[config.mk]
export PLATFORM = sky130hd
export DESIGN_NAME = dmem_port_arbiter_flat
export DESIGN_NICKNAME = d
export VERILOG_FILES = /design/src/rtl/dmem_port_arbiter_pkg.sv /design/src/rtl/dmem_port_arbiter_if.sv /design/src/rtl/dmem_port_arbiter_pick.sv /design/src/rtl/dmem_port_arbiter.sv /design/src/flat_wrapper.sv
export SDC_FILE = /design/constraint.sdc
export NUM_CORES = 1
export LEC_CHECK = 0
export BUFFER_PORTS_ARGS = -buffer_cell sky130_fd_sc_hd__buf_2
export CAP_MARGIN = 30
export CORE_UTILIZATION = 25
export CTS_CLUSTER_DIAMETER = 60
export DETAILED_ROUTE_END_ITERATION = 8
export PLACE_DENSITY = 0.54
export SETUP_SLACK_MARGIN = 0.2
export SLEW_MARGIN = 20
export SYNTH_ARGS = -nofsm -noshare
export SYNTH_HDL_FRONTEND = slang
export SYNTH_SLANG_ARGS = --single-unit
[constraint.sdc]
create_clock -name clk -period 12.1 [get_ports clk]
set_input_delay 1.815 -clock clk [delete_from_list [all_inputs] [get_ports clk]]
set_output_delay 1.815 -clock clk [all_outputs]
set_load 0.005 [all_outputs]
[src/rtl/dmem_port_arbiter_pkg.sv]
// Shared definitions for the data-memory port arbiter: FSM state encoding,
// requester port identifiers and the default memory size.
package dmem_port_arbiter_pkg;

    typedef enum logic [1:0] {
        ST_IDLE  = 2'd0,
        ST_ISSUE = 2'd1,
        ST_WAIT  = 2'd2,
        ST_RESP  = 2'd3
    } arb_state_e;

    localparam logic PORT_I = 1'b0;
    localparam logic PORT_D = 1'b1;

    localparam int DEF_MEM_BYTES = 8192;

endpackage

[src/rtl/dmem_port_arbiter_if.sv]
// Bus bundle between the fetch/memory stages, the arbiter and the memory array.
// slave  : the arbiter's view (takes requests, drives the memory port)
// master : the surrounding system's view (requesters plus memory array)
interface dmem_port_arbiter_if #(
    parameter int DATA_W = 64,
    parameter int ADDR_W = 64
);
    logic              i_req;
    logic [ADDR_W-1:0] i_addr;
    logic              i_ack;
    logic [DATA_W-1:0] i_rdata;
    logic              i_err;

    logic              d_req;
    logic              d_we;
    logic [ADDR_W-1:0] d_addr;
    logic [DATA_W-1:0] d_wdata;
    logic              d_ack;
    logic [DATA_W-1:0] d_rdata;
    logic              d_err;

    logic              mem_en;
    logic              mem_we;
    logic [ADDR_W-1:0] mem_addr;
    logic [DATA_W-1:0] mem_wdata;
    logic [DATA_W-1:0] mem_rdata;

    logic              busy;

    modport slave (
        input  i_req, i_addr, d_req, d_we, d_addr, d_wdata, mem_rdata,
        output i_ack, i_rdata, i_err, d_ack, d_rdata, d_err,
        output mem_en, mem_we, mem_addr, mem_wdata, busy
    );

    modport master (
        output i_req, i_addr, d_req, d_we, d_addr, d_wdata, mem_rdata,
        input  i_ack, i_rdata, i_err, d_ack, d_rdata, d_err,
        input  mem_en, mem_we, mem_addr, mem_wdata, busy
    );

endinterface

[src/rtl/dmem_port_arbiter_pick.sv]
// Winner selection for the shared memory port. The D-port wins by default;
// after STARVE_MAX consecutive D grants over a waiting fetch, fetch wins once.
module dmem_arb_pick
    import dmem_port_arbiter_pkg::*;
#(
    parameter int STARVE_MAX = 3
) (
    input  logic clk,
    input  logic rst_n,
    input  logic i_req_i,
    input  logic d_req_i,
    input  logic grant_i,
    output logic port_o
);
    localparam int              CNT_W   = $clog2(STARVE_MAX + 1);
    localparam logic [CNT_W-1:0] CNT_MAX = CNT_W'(STARVE_MAX);

    logic [CNT_W-1:0] starve_q;
    logic [CNT_W-1:0] starve_d;
    logic             win_d_s;

    // Pick the winner and compute the next starvation count for this grant.
    always_comb begin
        win_d_s  = 1'b0;
        starve_d = starve_q;
        if (d_req_i && (!i_req_i || (starve_q < CNT_MAX))) begin
            win_d_s = 1'b1;
        end else begin
            win_d_s = 1'b0;
        end
        if (grant_i) begin
            if (!win_d_s) begin
                starve_d = '0;
            end else if (i_req_i && (starve_q < CNT_MAX)) begin
                starve_d = starve_q + CNT_W'(1);
            end else begin
                starve_d = starve_q;
            end
        end else begin
            starve_d = starve_q;
        end
    end

    assign port_o = win_d_s ? PORT_D : PORT_I;

    // Starvation counter only moves on an actual grant.
    always_ff @(posedge clk or negedge rst_n) begin
        if (!rst_n) begin
            starve_q <= '0;
        end else begin
            starve_q <= starve_d;
        end
    end

endmodule

[src/rtl/dmem_port_arbiter.sv]
// Shares the single-port data memory between the fetch I-port and the
// memory-stage D-port: one access at a time, fixed read latency, one-cycle
// acknowledge with data/error back to the winner. All outputs are flops.
module dmem_port_arbiter
    import dmem_port_arbiter_pkg::*;
#(
    parameter int DATA_W     = 64,
    parameter int ADDR_W     = 64,
    parameter int MEM_BYTES  = DEF_MEM_BYTES,
    parameter int MEM_LAT    = 2,
    parameter int STARVE_MAX = 3
) (
    input  logic               clk,
    input  logic               rst_n,
    dmem_port_arbiter_if.slave bus
);
    localparam logic [ADDR_W:0] ACC_BYTES = (ADDR_W + 1)'(DATA_W / 8);
    localparam logic [ADDR_W:0] MEM_LIMIT = (ADDR_W + 1)'(MEM_BYTES);

    arb_state_e        state_q;
    logic              port_q;
    logic              we_q;
    logic [3:0]        wait_cnt_q;
    logic              mem_en_q, mem_we_q, busy_q;
    logic [ADDR_W-1:0] mem_addr_q;
    logic [DATA_W-1:0] mem_wdata_q, i_rdata_q, d_rdata_q;
    logic              i_ack_q, d_ack_q, i_err_q, d_err_q;

    logic              grant_s;
    logic              port_s;
    logic              sel_we_s;
    logic [ADDR_W-1:0] sel_addr_s;
    logic [DATA_W-1:0] sel_wdata_s;
    logic [ADDR_W:0]   acc_end_s;
    logic              addr_err_s;

    assign grant_s = (state_q == ST_IDLE) && (bus.i_req || bus.d_req);

    dmem_arb_pick #(
        .STARVE_MAX (STARVE_MAX)
    ) u_pick (
        .clk     (clk),
        .rst_n   (rst_n),
        .i_req_i (bus.i_req),
        .d_req_i (bus.d_req),
        .grant_i (grant_s),
        .port_o  (port_s)
    );

    // Mux the winner's request and bound-check it one bit wider so it cannot wrap.
    always_comb begin
        sel_addr_s  = '0;
        sel_wdata_s = '0;
        sel_we_s    = 1'b0;
        if (port_s == PORT_D) begin
            sel_addr_s  = bus.d_addr;
            sel_wdata_s = bus.d_wdata;
            sel_we_s    = bus.d_we;
        end else begin
            sel_addr_s  = bus.i_addr;
            sel_wdata_s = '0;
            sel_we_s    = 1'b0;
        end
        acc_end_s  = {1'b0, sel_addr_s} + ACC_BYTES;
        addr_err_s = (acc_end_s > MEM_LIMIT);
    end

    // Access sequencer: IDLE -> ISSUE -> WAIT -> RESP, or IDLE -> RESP on error.
    always_ff @(posedge clk or negedge rst_n) begin
        if (!rst_n) begin
            state_q     <= ST_IDLE;
            port_q      <= PORT_I;
            we_q        <= 1'b0;
            wait_cnt_q  <= 4'd0;
            mem_en_q    <= 1'b0;
            mem_we_q    <= 1'b0;
            mem_addr_q  <= '0;
            mem_wdata_q <= '0;
            busy_q      <= 1'b0;
            i_ack_q     <= 1'b0;
            d_ack_q     <= 1'b0;
            i_err_q     <= 1'b0;
            d_err_q     <= 1'b0;
            i_rdata_q   <= '0;
            d_rdata_q   <= '0;
        end else begin
            mem_en_q  <= 1'b0;
            mem_we_q  <= 1'b0;
            i_ack_q   <= 1'b0;
            d_ack_q   <= 1'b0;
            i_err_q   <= 1'b0;
            d_err_q   <= 1'b0;
            i_rdata_q <= '0;
            d_rdata_q <= '0;
            case (state_q)
                ST_IDLE: begin
                    if (grant_s) begin
                        port_q      <= port_s;
                        we_q        <= sel_we_s;
                        mem_addr_q  <= sel_addr_s;
                        mem_wdata_q <= sel_wdata_s;
                        busy_q      <= 1'b1;
                        if (addr_err_s) begin
                            state_q <= ST_RESP;
                            if (port_s == PORT_D) begin
                                d_ack_q <= 1'b1;
                                d_err_q <= 1'b1;
                            end else begin
                                i_ack_q <= 1'b1;
                                i_err_q <= 1'b1;
                            end
                        end else begin
                            state_q  <= ST_ISSUE;
                            mem_en_q <= 1'b1;
                            mem_we_q <= sel_we_s;
                        end
                    end else begin
                        busy_q <= 1'b0;
                    end
                end
                ST_ISSUE: begin
                    state_q    <= ST_WAIT;
                    wait_cnt_q <= 4'(MEM_LAT - 1);
                end
                ST_WAIT: begin
                    if (wait_cnt_q == 4'd0) begin
                        state_q <= ST_RESP;
                        if (port_q == PORT_D) begin
                            d_ack_q   <= 1'b1;
                            d_rdata_q <= we_q ? '0 : bus.mem_rdata;
                        end else begin
                            i_ack_q   <= 1'b1;
                            i_rdata_q <= bus.mem_rdata;
                        end
                    end else begin
                        wait_cnt_q <= wait_cnt_q - 4'd1;
                    end
                end
                ST_RESP: begin
                    state_q <= ST_IDLE;
                    busy_q  <= 1'b0;
                end
                default: begin
                    state_q <= ST_IDLE;
                    busy_q  <= 1'b0;
                end
            endcase
        end
    end

    assign bus.mem_en    = mem_en_q;
    assign bus.mem_we    = mem_we_q;
    assign bus.mem_addr  = mem_addr_q;
    assign bus.mem_wdata = mem_wdata_q;
    assign bus.busy      = busy_q;
    assign bus.i_ack     = i_ack_q;
    assign bus.i_err     = i_err_q;
    assign bus.i_rdata   = i_rdata_q;
    assign bus.d_ack     = d_ack_q;
    assign bus.d_err     = d_err_q;
    assign bus.d_rdata   = d_rdata_q;

endmodule
[src/flat_wrapper.sv]
// flat-port wrapper written by rule: the top's interface ports become plain ports
module dmem_port_arbiter_flat import dmem_port_arbiter_pkg::*;
#(
    parameter int DATA_W     = 64,
    parameter int ADDR_W     = 64,
    parameter int MEM_BYTES  = DEF_MEM_BYTES,
    parameter int MEM_LAT    = 2,
    parameter int STARVE_MAX = 3
)
  (clk, rst_n, bus_i_req, bus_i_addr, bus_d_req, bus_d_we, bus_d_addr, bus_d_wdata, bus_mem_rdata, bus_i_ack, bus_i_rdata, bus_i_err, bus_d_ack, bus_d_rdata, bus_d_err, bus_mem_en, bus_mem_we, bus_mem_addr, bus_mem_wdata, bus_busy);
  dmem_port_arbiter_if #(.DATA_W(DATA_W), .ADDR_W(ADDR_W)) bus_i ();
  input  logic clk;
  input  logic rst_n;
  input wire logic [$bits(bus_i.i_req)-1:0] bus_i_req;
  input wire logic [$bits(bus_i.i_addr)-1:0] bus_i_addr;
  input wire logic [$bits(bus_i.d_req)-1:0] bus_d_req;
  input wire logic [$bits(bus_i.d_we)-1:0] bus_d_we;
  input wire logic [$bits(bus_i.d_addr)-1:0] bus_d_addr;
  input wire logic [$bits(bus_i.d_wdata)-1:0] bus_d_wdata;
  input wire logic [$bits(bus_i.mem_rdata)-1:0] bus_mem_rdata;
  output wire logic [$bits(bus_i.i_ack)-1:0] bus_i_ack;
  output wire logic [$bits(bus_i.i_rdata)-1:0] bus_i_rdata;
  output wire logic [$bits(bus_i.i_err)-1:0] bus_i_err;
  output wire logic [$bits(bus_i.d_ack)-1:0] bus_d_ack;
  output wire logic [$bits(bus_i.d_rdata)-1:0] bus_d_rdata;
  output wire logic [$bits(bus_i.d_err)-1:0] bus_d_err;
  output wire logic [$bits(bus_i.mem_en)-1:0] bus_mem_en;
  output wire logic [$bits(bus_i.mem_we)-1:0] bus_mem_we;
  output wire logic [$bits(bus_i.mem_addr)-1:0] bus_mem_addr;
  output wire logic [$bits(bus_i.mem_wdata)-1:0] bus_mem_wdata;
  output wire logic [$bits(bus_i.busy)-1:0] bus_busy;
  assign bus_i.i_req = bus_i_req;
  assign bus_i.i_addr = bus_i_addr;
  assign bus_i.d_req = bus_d_req;
  assign bus_i.d_we = bus_d_we;
  assign bus_i.d_addr = bus_d_addr;
  assign bus_i.d_wdata = bus_d_wdata;
  assign bus_i.mem_rdata = bus_mem_rdata;
  assign bus_i_ack = bus_i.i_ack;
  assign bus_i_rdata = bus_i.i_rdata;
  assign bus_i_err = bus_i.i_err;
  assign bus_d_ack = bus_i.d_ack;
  assign bus_d_rdata = bus_i.d_rdata;
  assign bus_d_err = bus_i.d_err;
  assign bus_mem_en = bus_i.mem_en;
  assign bus_mem_we = bus_i.mem_we;
  assign bus_mem_addr = bus_i.mem_addr;
  assign bus_mem_wdata = bus_i.mem_wdata;
  assign bus_busy = bus_i.busy;
  dmem_port_arbiter #(.DATA_W(DATA_W), .ADDR_W(ADDR_W), .MEM_BYTES(MEM_BYTES), .MEM_LAT(MEM_LAT), .STARVE_MAX(STARVE_MAX)) u_core (.clk(clk), .rst_n(rst_n), .bus(bus_i));
endmodule
==> impl_metrics.py <==
metrics = {
    "yosys": {
        "ys_top_cells_by_area": "dfrtp_1 (53%), and2_1 (6.5%), a22o_1 (4.4%)",
        "synth_top_area_share_pct": 52.6,
        "yosysUniqueCellTypes": 75,
        "synth_nets": 1534,
        "syn_inst": 1266,
        "async_reset_ff_share_pct": 100,
        "yosysWarnings": 0,
        "synth-main-ff-cell": "dfrtp_1",
        "ys_ff_latch": 273,
        "avgSynthCellArea_um2": 10.3,
        "synthesis.area_um2": 13000,
        "yosys.area.top_type": "dfrtp_1",
        "synth_edf_count": 0,
        "synth-seq-area-share_pct": 52.6,
    },
    "grt": {
        "grt_usage_pct": 19.5,
        "antenna_found_initial": 5,
        "grt_pass1_vias": 12236,
        "overflow": 0,
        "grt_pass1_wl_um": 78100,
        "grt_max_degree": 106,
    },
    "floorplan": {
        "die_h_um": 230,
        "initial_core_util_pct": 25.3,
        "design.core.area_um2": 51300,
        "row_count": 83,
        "die-area_um2": 52900,
        "dieWidth_um": 230,
        "ioPinCount": 524,
    },
    "place": {
        "port_buffers": 523,
        "place_congestion": 0.927,
        "placed_cell_area_um2": 16300,
        "post-dp-hpwl_um": 40500,
        "dp_cells": 2412,
    },
    "clock_network": {
        "cts_tree": "yes",
        "post_cts_buffers": 0,
        "h-tree-depth": 2,
        "cts_hold_buf": 0,
        "clkTransAtPathRegs_ns": 0.05,
        "cts_sinks": 273,
        "cts-resized-gates": 0,
        "root_buffer": "clkbuf_16",
        "clk_path_buf_depth": 3,
        "insertion_delay_ns": 0.54,
        "cts_inserted_buffers": 38,
    },
    "timing": {
        "fin_crit_ns": 6.09,
        "rsz0062_at_grt": "no",
        "slew_viol_final": 0,
        "slew_headroom_pct": 37.1,
        "holdWs_ns": 0.471,
        "final.setup.tns_ns": 0,
        "max_freq_mhz": 164,
        "skew_ns": 0.0116,
        "finalHoldViolCount": 0,
        "fin_crit_sh_pct": 50.4,
        "setup_violations": 0,
        "worst_slew_pin_slew_ns": 0.943,
    },
    "setup_path": {
        "cp_max_fo": 65,
        "critical_path_class": "input port to flop",
        "cp.buffers_inverters": 2,
        "cp.depth": 15,
        "crit_chain": "buf_2 > a21boi_4 > buf_4 > nand2_1 > nand2_1 > ha_1 > nand4_1 > nor4_1 > o22ai_1 > or3_1 > or4_1 > a211oi_1 > nand4_1 > nor4_4 > and3_1",
        "critPathSlowestCell": "nor4_4",
        "slowest_delay_ns": 0.63,
        "rr_worst_depth": 15,
        "worst-endpoint-required_ns": 12.57,
        "worstSetupEndpointType": "flop",
        "arrival_ns": 6.56,
        "cp-start-kind": "input port",
        "crit_family": "simple AND/OR/NAND/NOR gates",
    },
    "routing": {
        "detail_route.iter0.violations": 926,
        "num_vias": 12310,
        "drtAntennaViolNets": 0,
        "wirelength_um": 52800,
        "vias_per_cell": 4.96,
        "routedWlPerCell_um": 21.3,
        "drc": 0,
        "drt-pass1-iter-count": 6,
    },
    "finish": {
        "area_delta_synth_final_pct": 35.5,
        "drive_gt1_share_pct": 35.2,
        "stdcell_count": 2483,
        "num-nets-final": 2040,
        "final_area_um2": 17600,
    },
    "pwr": {
        "combPwrFrac_pct": 29.5,
        "p_switching_mw": 1.16,
        "p_clk_share_pct": 33.1,
        "power_density_nw_per_um2": 195,
        "vdd_drop_max_uv": 82.8,
        "p_int_mw": 2.28,
        "swShare_pct": 33.6,
        "power_frac_seq_pct": 37.4,
        "p_leak_nw": 8.84,
    },
    "job": {
        "drv_cap": 0,
    },
    "worst_hold_path": {
        "hp-class": "flop to flop",
        "whs_path_depth": 2,
    },
    "status": {
        "outcome": "finished, final reports clean",
    },
}
routing by layer:
metal	share of wire, %	routed length [µm]	track usage (%)	vias up
li1	-	-	-	5623
met3	7.9	4190	4.82	116
met5	0.080	42	0	-
met1	40	21000	23.7	5968
met2	49	25600	33.0	597
met4	3.6	1880	7.33	6
layout make-up:
class,instances,area [µm²]
multi-input combinational,908,5840
clock buffer,52,1100
tap,680,851
antenna,1,2.50
clock inverter,18,203
inverter,17,63.8
sequential,273,6830
fill,5304,33700
timing repair buffer,534,2710
logic make-up after synthesis:
kind of cell / count (synthesis) / share of synthesized area [%]
simple gates: 556 / 23.3
flops: 273 / 52.6
compound gates: 254 / 13.8
buf+inv: 85 / 2.76
mux: 63 / 4.97
xor+xnor: 28 / 1.89
fa+ha+maj: 7 / 0.674
metrics by stage:
| stage | setup WS (ns) | util, % | power, mW |
|---|---|---|---|
| 3_3_place_gp | 5.61 | 31.8 | 2.33 |
| 3_5_place_dp | 5.53 | 31.8 | 2.34 |
| 2_1_floorplan | 5.71 | - | 1.78 |
| 5_1_grt | 5.78 | 34.3 | 3.66 |
| 4_1_cts | 6.11 | 34.3 | 3.51 |
| 6_report | 6.01 | 34.3 | 3.44 |
cell usage after synthesis, drive strengths merged (7+ instances only):
cell / number
dfrtp: 273
nand2: 138
and2: 134
o21ai: 70
a22o: 66
nor2: 58
mux2i: 51
nand3: 46
clkbuf: 44
nand4: 43
nor3: 40
nor4: 32
buf: 24
a31oi: 23
a21oi: 19
xnor2: 19
inv: 17
or3: 16
mux2: 12
or4: 10
xor2: 9
o22ai: 8
a22oi: 7
ha: 7
o211ai: 7
sequential cells by signal (all words and copies together) (netlist names), 2 cells and up:
name,cells
u_core.bus.d_rdata,64
u_core.bus.i_rdata,64
u_core.bus.mem_addr,64
u_core.bus.mem_wdata,64
u_core.wait_cnt_q,4
u_core.state_q,2
u_core.u_pick.starve_q,2
cells in the final DEF, fill, tap and decap left out, types with 23 or more instances in the layout:
master	n
o21ai_0	68
clkbuf_16	38
nor2_1	55
mux2i_1	51
nand4_1	42
and2_1	133
a22o_1	66
dfrtp_1	273
buf_2	522
a31oi_1	23
nor3_1	40
nand3_1	46
nand2_1	138
nor4_1	25
power by group through the flow:
stage	registers (mW)	clock network [mW]	logic (mW)
2_1_floorplan	1.31	0	0.467
3_3_place_gp	1.29	0	1.04
3_5_place_dp	1.30	0	1.04
4_1_cts	1.29	1.18	1.05
5_1_grt	1.31	1.22	1.13
6_report	1.29	1.14	1.01
worst min-delay path, cell delays in order (launching register included):
cell	delay, ns
dfrtp_1	0.33
nand2_1	0.05
o21ai_0	0.06
path summary, 6_finish.rpt:
path / start / to / slack (ns)
min reg2reg: u_core.bus.mem_addr[25]$_DFFE_PN0P_ / u_core.bus.mem_addr[25]$_DFFE_PN0P_ / 0.47
max in group asynchronous: rst_n / u_core.bus.mem_wdata[51]$_DFFE_PN0P_ / 8.80
max: bus_d_req / u_core.bus.mem_we$_DFF_PN0_ / 6.01
min: u_core.bus.mem_addr[25]$_DFFE_PN0P_ / u_core.bus.mem_addr[25]$_DFFE_PN0P_ / 0.47
min in group asynchronous: rst_n / u_core.bus.mem_addr[3]$_DFFE_PN0P_ / 1.31
max reg2reg: u_core.u_pick.starve_q[0]$_DFFE_PN0P_ / u_core.bus.mem_we$_DFF_PN0_ / 6.83
(Power assumes the default switching activity.)
